===== src/rtl/boot_loader.sv =====
// UART-fed boot loader: parses a length-prefixed little-endian image, writes it to
// instruction memory and releases the core once the XOR checksum matches.
module boot_loader #(
    parameter int unsigned           ADDR_WIDTH = 32,
    parameter int unsigned           DATA_WIDTH = 32,
    parameter logic [ADDR_WIDTH-1:0] BASE_ADDR  = '0,
    parameter int unsigned           MAX_WORDS  = 1024
) (
    input  logic                  clk,
    input  logic                  rst,
    input  logic                  rx_valid,
    input  logic [7:0]            rx_data,
    output logic                  rx_ready,
    output logic                  mem_we,
    output logic [ADDR_WIDTH-1:0] mem_addr,
    output logic [DATA_WIDTH-1:0] mem_wdata,
    input  logic                  mem_ready,
    output logic                  core_rst,
    output logic                  core_enable,
    output logic                  done,
    output logic                  error
);

    if (DATA_WIDTH != 32) begin : g_bad_data_width
        $error("boot_loader: DATA_WIDTH must be 32");
    end
    if (BASE_ADDR[1:0] != 2'b00) begin : g_bad_base_addr
        $error("boot_loader: BASE_ADDR must be 4-byte aligned");
    end

    typedef enum logic [2:0] {
        StLen,
        StLoad,
        StWrite,
        StCheck,
        StRun,
        StError
    } state_e;

    state_e                  state_q, state_d;
    logic [1:0]              byte_cnt_q, byte_cnt_d;
    logic [31:0]             len_q, len_d;
    logic [31:0]             word_q, word_d;
    logic [31:0]             index_q, index_d;
    logic [7:0]              csum_q, csum_d;
    logic                    mem_we_q, mem_we_d;
    logic [ADDR_WIDTH-1:0]   mem_addr_q, mem_addr_d;
    logic [DATA_WIDTH-1:0]   mem_wdata_q, mem_wdata_d;
    logic                    accept;
    logic [ADDR_WIDTH-1:0]   word_offset;

    always_comb begin
        rx_ready = 1'b0;
        if (!rst) begin
            rx_ready = (state_q == StLen) || (state_q == StLoad) || (state_q == StCheck);
        end
    end

    assign accept      = rx_valid && rx_ready;
    assign word_offset = ADDR_WIDTH'(index_q) << 2;

    always_comb begin
        state_d     = state_q;
        byte_cnt_d  = byte_cnt_q;
        len_d       = len_q;
        word_d      = word_q;
        index_d     = index_q;
        csum_d      = csum_q;
        mem_we_d    = mem_we_q;
        mem_addr_d  = mem_addr_q;
        mem_wdata_d = mem_wdata_q;

        unique case (state_q)
            StLen: begin
                if (accept) begin
                    len_d      = {rx_data, len_q[31:8]};
                    byte_cnt_d = byte_cnt_q + 2'd1;
                    if (byte_cnt_q == 2'd3) begin
                        if (len_d > 32'(MAX_WORDS)) begin
                            state_d = StError;
                        end else if (len_d == 32'd0) begin
                            state_d = StCheck;
                        end else begin
                            state_d = StLoad;
                        end
                    end
                end
            end
            StLoad: begin
                if (accept) begin
                    word_d     = {rx_data, word_q[31:8]};
                    csum_d     = csum_q ^ rx_data;
                    byte_cnt_d = byte_cnt_q + 2'd1;
                    if (byte_cnt_q == 2'd3) begin
                        mem_we_d    = 1'b1;
                        mem_addr_d  = BASE_ADDR + word_offset;
                        mem_wdata_d = DATA_WIDTH'(word_d);
                        state_d     = StWrite;
                    end
                end
            end
            StWrite: begin
                // Address/data stay frozen in their flops until the memory takes them.
                if (mem_ready) begin
                    mem_we_d = 1'b0;
                    index_d  = index_q + 32'd1;
                    state_d  = (index_d < len_q) ? StLoad : StCheck;
                end
            end
            StCheck: begin
                if (accept) begin
                    state_d = (rx_data == csum_q) ? StRun : StError;
                end
            end
            StRun, StError: begin
                state_d = state_q;
            end
            default: begin
                state_d = StError;
            end
        endcase
    end

    always_ff @(posedge clk) begin
        if (rst) begin
            state_q     <= StLen;
            byte_cnt_q  <= 2'd0;
            len_q       <= 32'd0;
            word_q      <= 32'd0;
            index_q     <= 32'd0;
            csum_q      <= 8'd0;
            mem_we_q    <= 1'b0;
            mem_addr_q  <= BASE_ADDR;
            mem_wdata_q <= '0;
        end else begin
            state_q     <= state_d;
            byte_cnt_q  <= byte_cnt_d;
            len_q       <= len_d;
            word_q      <= word_d;
            index_q     <= index_d;
            csum_q      <= csum_d;
            mem_we_q    <= mem_we_d;
            mem_addr_q  <= mem_addr_d;
            mem_wdata_q <= mem_wdata_d;
        end
    end

    assign mem_we    = mem_we_q;
    assign mem_addr  = mem_addr_q;
    assign mem_wdata = mem_wdata_q;

    // Status is gated by rst so reset values hold even before the first edge.
    assign done        = !rst && (state_q == StRun);
    assign error       = !rst && (state_q == StError);
    assign core_enable = !rst && (state_q == StRun);
    assign core_rst    = rst || (state_q != StRun);

endmodule


===== config.mk =====
export PLATFORM = sky130hd
export DESIGN_NAME = boot_loader
export DESIGN_NICKNAME = d
export VERILOG_FILES = /design/src/rtl/boot_loader.sv
export SDC_FILE = /design/constraint.sdc
export NUM_CORES = 1
export LEC_CHECK = 0
export CAP_MARGIN = 20
export CORE_ASPECT_RATIO = 0.9
export CORE_UTILIZATION = 50
export CTS_CLUSTER_DIAMETER = 120
export DETAILED_ROUTE_END_ITERATION = 6
export PLACE_DENSITY = 0.72
export SYNTH_ARGS = -nofsm -noshare
export SYNTH_HDL_FRONTEND = slang
export SYNTH_SLANG_ARGS = --single-unit

===== constraint.sdc =====
create_clock -name clk -period 4 [get_ports clk]
set_clock_uncertainty 0.15 [all_clocks]
set_input_delay 0.8 -clock clk [delete_from_list [all_inputs] [get_ports clk]]
set_output_delay 0.8 -clock clk [all_outputs]
set_load 0.03 [all_outputs]

* Word-level counts from Yosys, hierarchy flattened
Cells that the tools add are included.
Word-level totals: output and inout port bits 70, input bits 12, logic and storage cells 64, bits in registers 172
Cells by class: bitwise logic cells 2, magnitude comparators 2, reduce and logical (&&, ||, !) cells 19, eq/ne operators 14, multiplexer cells 16, add/subtract/negate cells 2
Operator list (number):
- $add A32 B1 Y32 const B | 1
- $gt A32 B11 Y1 const B | 1
- $logic_not A32 Y1 | 1
- $lt A32 B32 Y1 | 1
- $mux W3 | 7
- $pmux W3 S5 | 1
- $eq A8 B8 Y1 | 1
- $ne A2 B2 Y1 const B | 4
- $reduce_and A2 Y1 | 4
- $xor A8 B8 Y8 | 1
- $reduce_and A7 Y1 | 1
- $eq A3 B2 Y1 const B | 2
- $eq A3 B3 Y1 const B | 2
- $mux W1 | 5
- $mux W2 | 2
- $ne A2 B1 Y1 const B | 2
- $reduce_and A4 Y1 | 1
- $reduce_or A2 Y1 | 2
- $eq A3 B1 Y1 const B | 1
- $logic_and A1 B1 Y1 | 3
- $logic_not A3 Y1 | 1
- $logic_or A1 B1 Y1 | 3
- $ne A3 B3 Y1 const B | 1
- $reduce_and A3 Y1 | 1
- 6 further kinds | 6

* Longest topological paths before layout
word-level depth 7, gate-level depth with buffers 13, mapped depth without buffers 12

* Worst setup path after synthesis
OpenSTA, ideal clock, no wires.
path type in2out, start point input port rst, end point output port error, arrival 2.018 ns, cell stages on the path 2, setup slack 1.032 ns, required time 3.050 ns, path buffers 1, cells stage by stage clkbuf_1 nor4b_1
On the way: cells in the longest elaborated chain, start to end 2
RTL lines:
- start, declared | RTL line 10 | input logic rst,
- $logic_not A1 Y1 | RTL line 154 | assign error = !rst && (state_q == StError);
- $logic_and A1 B1 Y1 | RTL line 154
- end, declared | RTL line 21 | output logic error
No other way between the ends.

* Worst setup path in the final report
start point register index_q[0], end point register state_q[1]
On the way: cells in the longest elaborated chain, start to end 5
RTL lines:
- start, declared | RTL line 44 | logic [31:0] index_q, index_d;
- start signal, assigned | RTL line 140 | index_q <= index_d;
- $add A32 B1 Y32 | RTL line 106 | index_d = index_q + 32'd1;
- $lt A32 B32 Y1 | RTL line 107 | state_d = (index_d < len_q) ? StLoad : StCheck;
- $mux W2 | RTL line 107
- $mux W3 | RTL line 104 | if (mem_ready) begin
- $pmux W3 S5 | RTL line 73 | unique case (state_q)
- end signal, assigned | RTL line 126 | state_q <= StLen;
- end signal, assigned | RTL line 136 | state_q <= state_d;
- end, declared | RTL line 40 | state_e state_q, state_d;
No other way between the ends. The select of a mux whose other input is x is not followed. A chain may end at the register's enable or synchronous reset.

==> results.py <==
metrics = {
    "timing": {
        "fmax_ghz": 0.287,
        "finalMaxSlewViolations": 0,
        "setup_ws_ns": 0.520,
        "min_period_ns": 3.48,
        "worstMarginPinSlew_ns": 0.853,
        "period_share_pct": 87.0,
        "relSlewSlack_pct": 43.2,
        "hold_slack_ns": 0.298,
        "finalSetupTns_ns": 0,
        "rsz0062_at_grt": "no",
        "setup-violations-final": 0,
        "hold_viol": 0,
    },
    "synthesis": {
        "synth-compound-area-share_pct": 13.1,
        "syn_inst": 972,
        "postSynthAreaPerCell_um2": 7.80,
        "synth-seq-cells": 164,
        "synth_warnings": 0,
        "synth.top_cell.area_share_pct": 43.3,
        "synth.most_common_cell": "nand2_1",
        "yosysSeqAreaShare_pct": 43.3,
        "synth_xor_area_share_pct": 7.74,
        "synthAdderAreaFrac_pct": 5.45,
        "synth-edff-count": 0,
        "yosysUniqueCellTypes": 52,
        "netlist_area_mm2": 0.00758,
        "synth_mux_area_share_pct": 0.132,
        "netlist_top_cells_count": "274 x nand2_1, 164 x dfxtp_1, 145 x a21oi_1, 51 x nor2_1, 41 x clkbuf_1",
        "synthTopCellsByArea": "dfxtp_1 43%, nand2_1 14%, a21oi_1 9.6%",
        "synth_ff_type": "dfxtp_1",
        "ys_async_sr_fraction_pct": 0,
        "synth_top_family_by_area": "simple AND/OR/NAND/NOR gates",
        "yosys.area.top_type": "dfxtp_1",
        "synth-simple-area-share_pct": 24.6,
    },
    "cts": {
        "htree_num_levels": 4,
        "cts_resized": 0,
        "cts_sinks": 164,
        "numCtsBuffers": 17,
        "clk_latency_ns": 0.42,
        "ctsHoldBuffers": 0,
        "cts_tree": "done",
        "cts_root_buf": "clkbuf_16",
        "clk_pin_slew_ns": 0.06,
        "post_cts_buffers": 0,
        "clockBufferDepth": 2,
    },
    "layout": {
        "regArea_mm2": 0.00328,
        "multiInputGateArea_mm2": 0.00387,
        "utilization_pct": 61.5,
        "syn_to_final_growth_pct": 19.9,
        "fill_cells": 1329,
        "fin_nets": 1065,
        "drive_gt1_share_pct": 5.32,
        "postLayoutCellArea_mm2": 0.00909,
        "final_cells": 1231,
        "diodes": 0,
    },
    "pwr": {
        "pwr-share-comb_pct": 3.4,
        "p_leak_nw": 3.21,
        "p_sw_mw": 0.731,
        "p_per_area_mw_per_mm2": 389,
        "clkPwrFrac_pct": 49.9,
        "swShare_pct": 20.7,
        "power_mw": 3.54,
        "seq_power_share_pct": 46.7,
        "irDropWorstVdd_v": 0.000297,
        "p_int_mw": 2.80,
    },
    "worst_setup_path": {
        "slowest_stage": "dfxtp_1",
        "cp_num_buf_inv": 0,
        "required_ns": 4.15,
        "crit_path_end_kind": "flop",
        "r2r-start": "index_q[0]$_SDFFE_PP0P_",
        "cp-start-kind": "flop",
        "crit_path_cell_trace": "ha_1, and3_1, and3_1, nand4_1, nor2_1, xor2_1, ha_1, nand4_1, nor3_1, a221o_1, a211oi_1, a41oi_1",
        "critPathArrivalTime_ns": 3.62,
        "slowest_delay_ns": 0.42,
        "startpoint": "index_q[0]$_SDFFE_PP0P_",
        "cp_max_fo": 9,
        "critPathKind": "reg -> reg",
        "crit_family": "simple AND/OR/NAND/NOR gates",
    },
    "routing": {
        "wl_met3_mm": 1.08,
        "highest_layer": "met4",
        "vias": 6555,
        "dr.first_iter.drc_count": 623,
        "routed_wl_mm": 17.6,
        "drtAntennaViolNets": 0,
        "met1_length_mm": 8.95,
        "dr.pass1.iters": 5,
        "via_per_inst": 5.32,
        "drc": 0,
        "route.met2.wl_mm": 7.31,
        "wire_per_inst_um": 14.3,
    },
    "global_route": {
        "antenna_found_initial": 0,
        "gr-usage-all-layers_pct": 23.2,
        "grt_pass1_wl_mm": 29.2,
        "grt_max_degree": 86,
        "grt-ovfl-total": 0,
        "grt_pass1_vias": 5879,
    },
    "placement": {
        "portBuffers": 79,
        "gp_congestion": 0.852,
        "dp_hpwl_mm": 11.9,
        "placed_cell_area_mm2": 0.00845,
        "preCtsSetupSlack_ns": 0.572,
        "dp_cells": 1199,
    },
    "floorplanning": {
        "die-height_um": 119,
        "io_pins": 82,
        "die_area_mm2": 0.0157,
        "core-area_mm2": 0.0148,
        "start_util_pct": 51.3,
        "die-width_um": 132,
        "num_rows": 42,
    },
    "flow_run": {
        "cap_violations": 0,
    },
    "outcome": {
        "status": "complete, no violations",
    },
    "min_path": {
        "hold_path_class": "reg -> reg",
        "hp-start": "word_q[15]$_SDFFE_PP0P_",
    },
}
power groups by stage:
stage	Combinational [mW]	Clock [mW]	Sequential (mW)
floorplan	0.0813	0	1.68
global placement	0.118	0	1.69
detailed placement	0.119	0	1.69
CTS	0.120	1.78	1.65
global route	0.133	1.85	1.65
finish	0.120	1.76	1.65
metal layers:
layer  vias to the layer above  track usage (%)
li1                       3329                -
met1                      3039             33.8
met2                       169             33.4
met3                        18             5.49
met4                         0             7.12
met5                         -                0
worst register-to-register path, cell delays in order, from the launching register on:
cell and delay, ns:
dfxtp_1 0.42, ha_1 0.23, and3_1 0.27, and3_1 0.42, nand4_1 0.25, nor2_1 0.17, xor2_1 0.21, ha_1 0.29
nand4_1 0.18, nor3_1 0.08, a221o_1 0.31, a211oi_1 0.23, a41oi_1 0.14
registers in the layout (all words and copies together), names as in the netlist:
| register | cells |
|---|---|
| state_q | 3 |
| mem_wdata | 32 |
| mem_addr | 30 |
| csum_q | 8 |
| byte_cnt_q | 2 |
| word_q | 24 |
| mem_we | 1 |
| index_q | 32 |
| len_q | 32 |
cells by family after synthesis:
logic type                 Yosys count
and+or+nand+nor                    420
xor gates and xnor gates            67
muxes                                1
buffers and inverters              103
other                                1
AOI/OAI and AO/OA                  183
DFF                                164
adders and majority gates           33
layout by cell type, fill, tap and decap left out, types with 7 or more instances in the layout:
cell,n
nor4_1,11
nand2_1,273
clkbuf_16,17
ha_1,33
dfxtp_1,164
a21oi_1,145
nor2_1,51
xor2_1,36
nand3_1,14
xnor2_1,31
buf_4,14
inv_1,38
clkdlybuf4s50_1,78
o21ai_0,13
nor3_1,7
nand4_1,25
layout make-up:
cell class                 count  share of cell area (%)
multi-input combinational    706                    42.6
sequential                   164                    36.1
timing repair buffer          93                    9.97
clock buffer                  23                    5.04
tap                          198                    2.73
clock inverter                 9                    1.94
inverter                      38                    1.57
worst paths after layout:
check	endpoint	slack [ns]	cells after the start
setup reg to reg	state_q[1]$_SDFFE_PP0P_	0.52	12
setup / recovery	state_q[1]$_SDFFE_PP0P_	0.52	12
hold / removal	mem_wdata[7]$_SDFFE_PP0P_	0.30	2
hold reg to reg	mem_wdata[7]$_SDFFE_PP0P_	0.30	2
Power figures use the tool's default switching activity.
